`config.mk`:
```
export PLATFORM = sky130hd
export DESIGN_NAME = addsub_sequencer_flat
export DESIGN_NICKNAME = d
export VERILOG_FILES = /design/src/rtl/addsub_sequencer_if.sv /design/src/rtl/addsub_sequencer.sv /design/src/flat_wrapper.sv
export SDC_FILE = /design/constraint.sdc
export NUM_CORES = 1
export LEC_CHECK = 0
export CAP_MARGIN = 40
export CORE_MARGIN = 2
export CORE_UTILIZATION = 40
export DETAILED_ROUTE_END_ITERATION = 10
export PLACE_DENSITY = 0.77
export SKIP_LAST_GASP = 1
export SLEW_MARGIN = 20
export SYNTH_ARGS = -nofsm -noshare
export SYNTH_HDL_FRONTEND = slang
export SYNTH_SLANG_ARGS = --single-unit
```
`constraint.sdc`:
```
create_clock -name clock -period 1.7 [get_ports clock]
set_clock_uncertainty 0.05 [all_clocks]
set_input_delay 0.34 -clock clock [delete_from_list [all_inputs] [get_ports clock]]
set_output_delay 0.34 -clock clock [all_outputs]
set_load 0.02 [all_outputs]
```
`src/rtl/addsub_sequencer_if.sv`:
```
// rtl/addsub_sequencer_if.sv - control/handshake bundle between sequencer and add/sub datapath
interface addsub_sequencer_if;
   logic       start;
   logic [2:0] op_sub;
   logic [2:0] term_en;
   logic [7:0] acc_in;
   logic       busy;
   logic       s0;
   logic       s1;
   logic       s2;
   logic       addOrSub;
   logic       done;
   logic [7:0] result;
   logic       result_valid;

   modport master (
      output start, op_sub, term_en, acc_in,
      input  busy, s0, s1, s2, addOrSub, done, result, result_valid
   );

   modport slave (
      input  start, op_sub, term_en, acc_in,
      output busy, s0, s1, s2, addOrSub, done, result, result_valid
   );
endinterface

```
`src/rtl/addsub_sequencer.sv`:
```
// rtl/addsub_sequencer.sv - multicycle controller sequencing A +/- B +/- C +/- D on the datapath
// All outputs are registered from the next state, so nothing combinational reaches the datapath.
module addsub_sequencer #(
   parameter int unsigned SETTLE = 1
) (
   input logic               clock,
   input logic               reset,
   addsub_sequencer_if.slave bus
);
   typedef enum logic [1:0] {ST_IDLE, ST_LOAD, ST_TERM, ST_CAPTURE} state_t;

   state_t     state_q, state_d;
   logic [3:0] cnt_q, cnt_d;
   logic [2:0] op_q, op_d;
   logic [2:0] en_q, en_d;
   logic [1:0] term_q, term_d;
   logic       busy_q, busy_d;
   logic       s0_q, s0_d;
   logic [1:0] sel_q, sel_d;
   logic       add_q, add_d;
   logic       done_q, done_d;
   logic [7:0] result_q, result_d;
   logic       rv_q, rv_d;

   logic       phase_end;
   logic       has_first, has_next;
   logic [1:0] first_term, next_term;

   assign phase_end = (cnt_q == 4'(SETTLE - 1));

   // Lowest enabled term overall, and lowest enabled term above the current one.
   always_comb begin
      has_first  = 1'b0;
      first_term = 2'd0;
      has_next   = 1'b0;
      next_term  = 2'd0;
      for (int i = 2; i >= 0; i--) begin
         if (en_q[i]) begin
            has_first  = 1'b1;
            first_term = 2'(i);
         end
         if (en_q[i] && (2'(i) > term_q)) begin
            has_next  = 1'b1;
            next_term = 2'(i);
         end
      end
   end

   always_comb begin
      state_d  = state_q;
      cnt_d    = cnt_q;
      op_d     = op_q;
      en_d     = en_q;
      term_d   = term_q;
      result_d = result_q;
      rv_d     = 1'b0;
      case (state_q)
         ST_IDLE: begin
            if (bus.start) begin
               op_d    = bus.op_sub;
               en_d    = bus.term_en;
               cnt_d   = 4'd0;
               state_d = ST_LOAD;
            end
         end
         ST_LOAD: begin
            if (phase_end) begin
               cnt_d = 4'd0;
               if (has_first) begin
                  term_d  = first_term;
                  state_d = ST_TERM;
               end else begin
                  state_d = ST_CAPTURE;
               end
            end else begin
               cnt_d = cnt_q + 4'd1;
            end
         end
         ST_TERM: begin
            if (phase_end) begin
               cnt_d = 4'd0;
               if (has_next) begin
                  term_d = next_term;
               end else begin
                  state_d = ST_CAPTURE;
               end
            end else begin
               cnt_d = cnt_q + 4'd1;
            end
         end
         ST_CAPTURE: begin
            result_d = bus.acc_in;
            rv_d     = 1'b1;
            state_d  = ST_IDLE;
         end
         default: state_d = ST_IDLE;
      endcase
   end

   // Moore outputs for the state being entered; CAPTURE keeps the last term's select.
   always_comb begin
      busy_d = (state_d != ST_IDLE);
      s0_d   = s0_q;
      sel_d  = sel_q;
      add_d  = add_q;
      done_d = done_q;
      case (state_d)
         ST_IDLE, ST_LOAD: begin
            s0_d   = 1'b0;
            sel_d  = 2'b00;
            add_d  = 1'b1;
            done_d = 1'b1;
         end
         ST_TERM: begin
            s0_d   = 1'b1;
            sel_d  = term_d;
            add_d  = ~op_d[term_d];
            done_d = 1'b0;
         end
         ST_CAPTURE: begin
            s0_d   = 1'b1;
            done_d = 1'b1;
         end
         default: begin
            s0_d   = 1'b0;
            done_d = 1'b1;
         end
      endcase
   end

   always_ff @(posedge clock or posedge reset) begin
      if (reset) begin
         state_q  <= ST_IDLE;
         cnt_q    <= 4'd0;
         op_q     <= 3'd0;
         en_q     <= 3'd0;
         term_q   <= 2'd0;
         busy_q   <= 1'b0;
         s0_q     <= 1'b0;
         sel_q    <= 2'b00;
         add_q    <= 1'b1;
         done_q   <= 1'b1;
         result_q <= 8'd0;
         rv_q     <= 1'b0;
      end else begin
         state_q  <= state_d;
         cnt_q    <= cnt_d;
         op_q     <= op_d;
         en_q     <= en_d;
         term_q   <= term_d;
         busy_q   <= busy_d;
         s0_q     <= s0_d;
         sel_q    <= sel_d;
         add_q    <= add_d;
         done_q   <= done_d;
         result_q <= result_d;
         rv_q     <= rv_d;
      end
   end

   assign bus.busy         = busy_q;
   assign bus.s0           = s0_q;
   assign bus.s1           = sel_q[0];
   assign bus.s2           = sel_q[1];
   assign bus.addOrSub     = add_q;
   assign bus.done         = done_q;
   assign bus.result       = result_q;
   assign bus.result_valid = rv_q;
endmodule

```
`src/flat_wrapper.sv`:
```
// flat-port wrapper written by rule: the top's interface ports become plain ports
module addsub_sequencer_flat 
#(
   parameter int unsigned SETTLE = 1
)
  (clock, reset, bus_start, bus_op_sub, bus_term_en, bus_acc_in, bus_busy, bus_s0, bus_s1, bus_s2, bus_addOrSub, bus_done, bus_result, bus_result_valid);
  addsub_sequencer_if bus_i ();
  input logic clock;
  input logic reset;
  input wire logic [$bits(bus_i.start)-1:0] bus_start;
  input wire logic [$bits(bus_i.op_sub)-1:0] bus_op_sub;
  input wire logic [$bits(bus_i.term_en)-1:0] bus_term_en;
  input wire logic [$bits(bus_i.acc_in)-1:0] bus_acc_in;
  output wire logic [$bits(bus_i.busy)-1:0] bus_busy;
  output wire logic [$bits(bus_i.s0)-1:0] bus_s0;
  output wire logic [$bits(bus_i.s1)-1:0] bus_s1;
  output wire logic [$bits(bus_i.s2)-1:0] bus_s2;
  output wire logic [$bits(bus_i.addOrSub)-1:0] bus_addOrSub;
  output wire logic [$bits(bus_i.done)-1:0] bus_done;
  output wire logic [$bits(bus_i.result)-1:0] bus_result;
  output wire logic [$bits(bus_i.result_valid)-1:0] bus_result_valid;
  assign bus_i.start = bus_start;
  assign bus_i.op_sub = bus_op_sub;
  assign bus_i.term_en = bus_term_en;
  assign bus_i.acc_in = bus_acc_in;
  assign bus_busy = bus_i.busy;
  assign bus_s0 = bus_i.s0;
  assign bus_s1 = bus_i.s1;
  assign bus_s2 = bus_i.s2;
  assign bus_addOrSub = bus_i.addOrSub;
  assign bus_done = bus_i.done;
  assign bus_result = bus_i.result;
  assign bus_result_valid = bus_i.result_valid;
  addsub_sequencer #(.SETTLE(SETTLE)) u_core (.clock(clock), .reset(reset), .bus(bus_i));
endmodule
```
After elaboration in Yosys (flattened, before gate mapping) --
Cells that the tools add are included.
Word-level totals: flip-flop bits (word level) 29, word-level logic and storage cells 75
Operators by class: add/sub/neg operators 1, $lt $le $gt $ge 4, eq/ne operators 7, muxes and demuxes 35, bitwise operators 1, reduce and logical (&&, ||, !) cells 15
Operators by type and width (count):
- $mux 2 | 14
- $mux 1 | 9
- $eq 2x2->1 const B | 4
- $mux 4 | 2
- $pmux 2 s2 | 2
- $pmux 2 s4 | 1
- $pmux 4 s2 | 1
- $mux 3 | 2
- $pmux 1 s2 | 3
- $reduce_bool 2->1 | 3
- $reduce_or 2->1 | 3
- $add 4x1->4 const B | 1
- $eq 2x1->1 const B | 2
- $gt 1x2->1 const A | 2
- $logic_not 2->1 | 2
- $logic_not 4->1 | 1
- $reduce_and 2->1 | 2
- $logic_and 1x1->1 | 3
- $lt 2x3->1 const B | 1
- $reduce_or 3->1 | 1
- $bmux 1 s2 | 1
- $gt 2x2->1 const A | 1
- $ne 2x2->1 const B | 1
- $not 1->1 | 1

Longest topological paths before layout --
depth after elaboration 12, gate-level depth with buffers 9, gate-level depth less buffers 9

Worst setup path before layout --
No wires, ideal clock.
path kind flip-flop to flip-flop, start register u_core.cnt_q[0], end register u_core.sel_q[1], setup time 0.140 ns, data arrival time 1.681 ns, data required time 1.510 ns, setup slack -0.171 ns, cell stages (with the launch flop) 9, period minus slack after synthesis 1.871 ns, path through dfrtp_1 > inv_1 > ha_1 > or3b_4 > a21o_1 > nand2_2 > o311a_4 > mux2i_1 > nor2_1
Between the ends: longest elaborated chain between the ends 6, elaborated cells on any way between the ends 13, classes of those cells eq/ne (2); mux (7); reduce/logical (4)
RTL lines:
- start, declared | line addsub_sequencer.sv:13 | logic [3:0] cnt_q, cnt_d;
- start signal, assigned | line addsub_sequencer.sv:147 | cnt_q <= cnt_d;
- $logic_not 4->1 (*) | line addsub_sequencer.sv:29 | assign phase_end = (cnt_q == 4'(SETTLE - 1));
- $mux 2, on equally long branches | line addsub_sequencer.sv:80, addsub_sequencer.sv:67
- $pmux 2 s4 | line addsub_sequencer.sv:57 | case (state_q)
- $eq 2x1->1 / $logic_not 2->1 (equally long branches) | line addsub_sequencer.sv:107 | case (state_d)
- $reduce_or 2->1 | line addsub_sequencer.sv:107
- $pmux 2 s2 / $reduce_bool 2->1 (equally long branches)
- end signal, assigned | line addsub_sequencer.sv:153 | sel_q <= sel_d;
- end, declared | line addsub_sequencer.sv:19 | logic [1:0] sel_q, sel_d;
Mark *: on every way between the ends. The rest lies on a longest branch, timed or not. A chain may end at the register's enable or synchronous reset.

Worst setup path after layout --
start register u_core.cnt_q[1], end register u_core.add_q, in the netlist u_core.bus.addOrSub
Between the ends: longest elaborated chain between the ends 7, elaborated cells on any way between the ends 16, classes of those cells eq/ne (2); mux (9); bitwise (1); reduce/logical (4)
RTL lines:
- $logic_not 4->1 (*) | line addsub_sequencer.sv:29
- $mux 2, on equally long branches | line addsub_sequencer.sv:80, addsub_sequencer.sv:67
- $pmux 2 s2 (*) | line addsub_sequencer.sv:57
- net u_core.term_d[1] | line addsub_sequencer.sv:16 | logic [1:0] term_q, term_d;
- $bmux 1 s2 (*) | line addsub_sequencer.sv:117 | add_d = ~op_d[term_d];
- $mux 1 (not written as such) (*) | line addsub_sequencer.sv:117
- $not 1->1 (*) | line addsub_sequencer.sv:117
- $pmux 1 s2 (*) | line addsub_sequencer.sv:107
- end signal, assigned | line addsub_sequencer.sv:141 | add_q <= 1'b1;
- end signal, assigned | line addsub_sequencer.sv:154 | add_q <= add_d;
- end, declared | line addsub_sequencer.sv:20 | logic add_q, add_d;
The timed path passes the listed nets; every way through them passes the cells marked *. The select of a mux whose other input is x is not followed.

==> flow_metrics.tcl <==
set metrics [dict create \
    status "finished, violations left" \
    failed_checks "negative setup slack" \
    start_util 0.413 \
    cp-start-kind "flip-flop" \
    via_count 1101 \
    grt_pass1_vias 1111 \
    p_leak_nw 0.971 \
    drc 0 \
    core-area_um2 3310 \
    rsz0062_at_grt "true" \
    endpoint_kind "flip-flop" \
    port_buffers 31 \
    fillers 261 \
    clockBufferDepth 2 \
    required_ps 1910 \
    powerDensity_nw_per_um2 1980 \
    dp_cells 212 \
    cap_violations 0 \
    finalCriticalPeriod_ps 1960 \
    grt_pass1_wl_um 4910 \
    crit_type "flip-flop to flip-flop" \
    pre_cts_slack_ps -283 \
    yosysWarnings 0 \
    routed_wl_um 3090 \
    yosys.area.top_type_share 0.494 \
    gr-total-overflow 0 \
    slew_violations 0 \
    finalNetCount 197 \
    arrival_ps 2160 \
    power.internal_mw 2.54 \
    setup_viol 8 \
    clockPowerShare 0.146 \
    peakVddDrop_mv 1.16 \
    postLayoutCoreUtil 0.627 \
    grt_util_met3 0.0450 \
    regArea_um2 728 \
    setup_tns_ps -1430 \
    die_x_um 62.5 \
    cts_inserted_buffers 5 \
    die-area_um2 3900 \
    cts_tree "yes" \
    multi_input_area_um2 668 \
    synthTopCellsByCount "dfrtp_1, mux2_2, inv_1" \
    seq_area_frac_synth 0.532 \
    grt_max_degree 30 \
    hp-class "primary input to asynchronous set/reset pin" \
    grt_use_met2 0.290 \
    finalHoldViolations 0 \
    antenna_found_initial 0 \
    vias_per_cell 4.98 \
    firstDrtPassIters 4 \
    fin_area_um2 2070 \
    finalHoldWorstSlack_ps 315 \
    worst_slack_ps -258 \
    syn_nets 138 \
    wl_per_cell_um 14.0 \
    drtIter0Drc 23 \
    netlist_area_um2 1370 \
    finalCritPeriodShare 1.15 \
    cts.sinks 29 \
    cts-root-buf "clkbuf_4" \
    syn_area_per_cell_um2 11.9 \
    busiest_layer "met2" \
    ant_nets 0 \
    critPathMaxFanout 4 \
    layout-drive-gt1-share 0.400 \
    synth.area.top_cells "dfrtp_1, mux2_2, ha_1" \
    rows 21 \
    gp_congestion 0.814 \
    power_mw 4.10 \
    netSwitchingPower_mw 1.56 \
    synthMostInstantiatedCell "dfrtp_1" \
    area_delta_synth_final_pct 51.7 \
    clk_pin_slew_ps 100 \
    synthCells 115 \
    synth-seq-cells 29 \
    die_y_um 62.5 \
    final_cells 221 \
    slew_headroom 0.742 \
    synth.distinct_cells 34 \
    htreeDepth 2 \
    hpwl_um 2230 \
    place_area_um2 1890 \
    grtUsageMet1 0.182 \
    ys_async_sr_fraction 1.00 \
    pwr-share-seq 0.275 \
    synth.largest_area_cell "dfrtp_1" \
    antenna_cells 0 \
    sw_frac_of_total 0.381 \
    max_freq_ghz 0.511 \
    grt_usage 0.165 \
    io_pins 32 \
    clk_latency_ps 330 \
    worst-slew-pin-transition_ps 387 \
    synth_edf_count 0 \
    combPwrFrac 0.579 \
    synth_ff_type "dfrtp_1" \
]
-- sequential cells by signal (all words and copies together) (netlist names) --
name	count
u_core.cnt_q	4
u_core.bus.addOrSub	1
u_core.bus.s0	1
u_core.bus.busy	1
u_core.en_q	3
u_core.bus.done	1
u_core.bus.result_valid	1
u_core.op_q	3
u_core.term_q	2
u_core.bus.result	8
u_core.sel_q	2
u_core.state_q	2
-- worst max-delay path: stages (launching register included) --
cell,delay (ps)
dfrtp_1,400
inv_1,70
ha_2,170
or3b_4,410
o21ai_2,90
a41oi_2,160
mux2i_1,230
nor2_2,70
o31ai_4,230
-- routing by layer --
layer  vias up  share of wire
met2        28           0.55
met1       544           0.40
met5         -              0
met4         0          0.019
li1        524              -
met3         5          0.038
-- placed cells by master, fill, tap and decap left out, drive strengths merged --
master | Yosys | final
a32o | 1 | 1
o2111ai | 1 | 1
nand2 | 9 | 9
o21ai | 9 | 9
bufinv | 0 | 1
nor3 | 1 | 1
or2b | 1 | 1
and3 | 1 | 1
nor2b | 2 | 2
a32oi | 1 | 1
clkdlybuf4s50 | 0 | 17
nor2 | 4 | 4
and2 | 1 | 1
nand3 | 1 | 1
buf | 0 | 22
dlygate4sd2 | 0 | 8
nor3b | 3 | 3
clkinvlp | 0 | 1
mux2i | 2 | 2
or3b | 2 | 2
o31ai | 2 | 2
clkbuf | 1 | 6
dfrtp | 27 | 27
a31o | 1 | 1
a211oi | 1 | 1
inv | 12 | 12
nand2b | 1 | 1
dlymetal6s2s | 0 | 6
ha | 6 | 6
mux2 | 15 | 15
a31oi | 2 | 2
a21oi | 3 | 3
a41oi | 1 | 1
a21o | 1 | 1
o311a | 1 | 1
dfstp | 2 | 2
-- path summary, 6_finish.rpt --
kind | startpoint | end | slack (ps) | depth (start not counted)
worst max register to register | u_core.cnt_q[1] | u_core.bus.addOrSub | -260 | 8
min in group clock | u_core.op_q[1] | u_core.op_q[1] | 450 | 1
max in group asynchronous | reset | u_core.bus.done | 960 | 3
worst min register to register | u_core.op_q[1] | u_core.op_q[1] | 450 | 1
worst max-delay path | u_core.cnt_q[1] | u_core.bus.addOrSub | -260 | 8
worst min-delay path | reset | u_core.cnt_q[3] | 310 | 3
-- area by class of cell --
class | count | area share
multi-input cells | 73 | 0.322
clock inverters | 2 | 0.0181
inverters | 12 | 0.0229
well taps | 46 | 0.0277
flip-flops and latches | 29 | 0.351
clock buffers | 6 | 0.0247
repair buffers | 53 | 0.233
-- power groups by stage --
stage               clock network (mW)  logic, mW  registers, mW
CTS                              0.620       2.18           1.12
global route                     0.645       2.55           1.16
detailed placement                   0       2.13           1.14
floorplan                            0      0.977           1.33
global placement                     0       2.05           1.13
finish                           0.600       2.38           1.13
-- logic make-up (layout without fill, tap and decap cells) --
group / after synthesis / after routing / synth area share
and+or+nand+nor: 26 / 26 / 0.105
buffers and inverters: 13 / 73 / 0.0375
muxes: 17 / 17 / 0.138
adders and majority gates: 6 / 6 / 0.0549
DFF: 29 / 29 / 0.532
AOI/OAI and AO/OA: 24 / 24 / 0.132
-- repair_timing --
item,CTS,global route
gates resized for setup,16,19
endpoints found under the setup margin,17,19
endpoints found under the hold margin,0,0
setup buffers,1,0
pin swaps,5,5
hold buffers,0,0
Power figures use the tool's default switching activity.
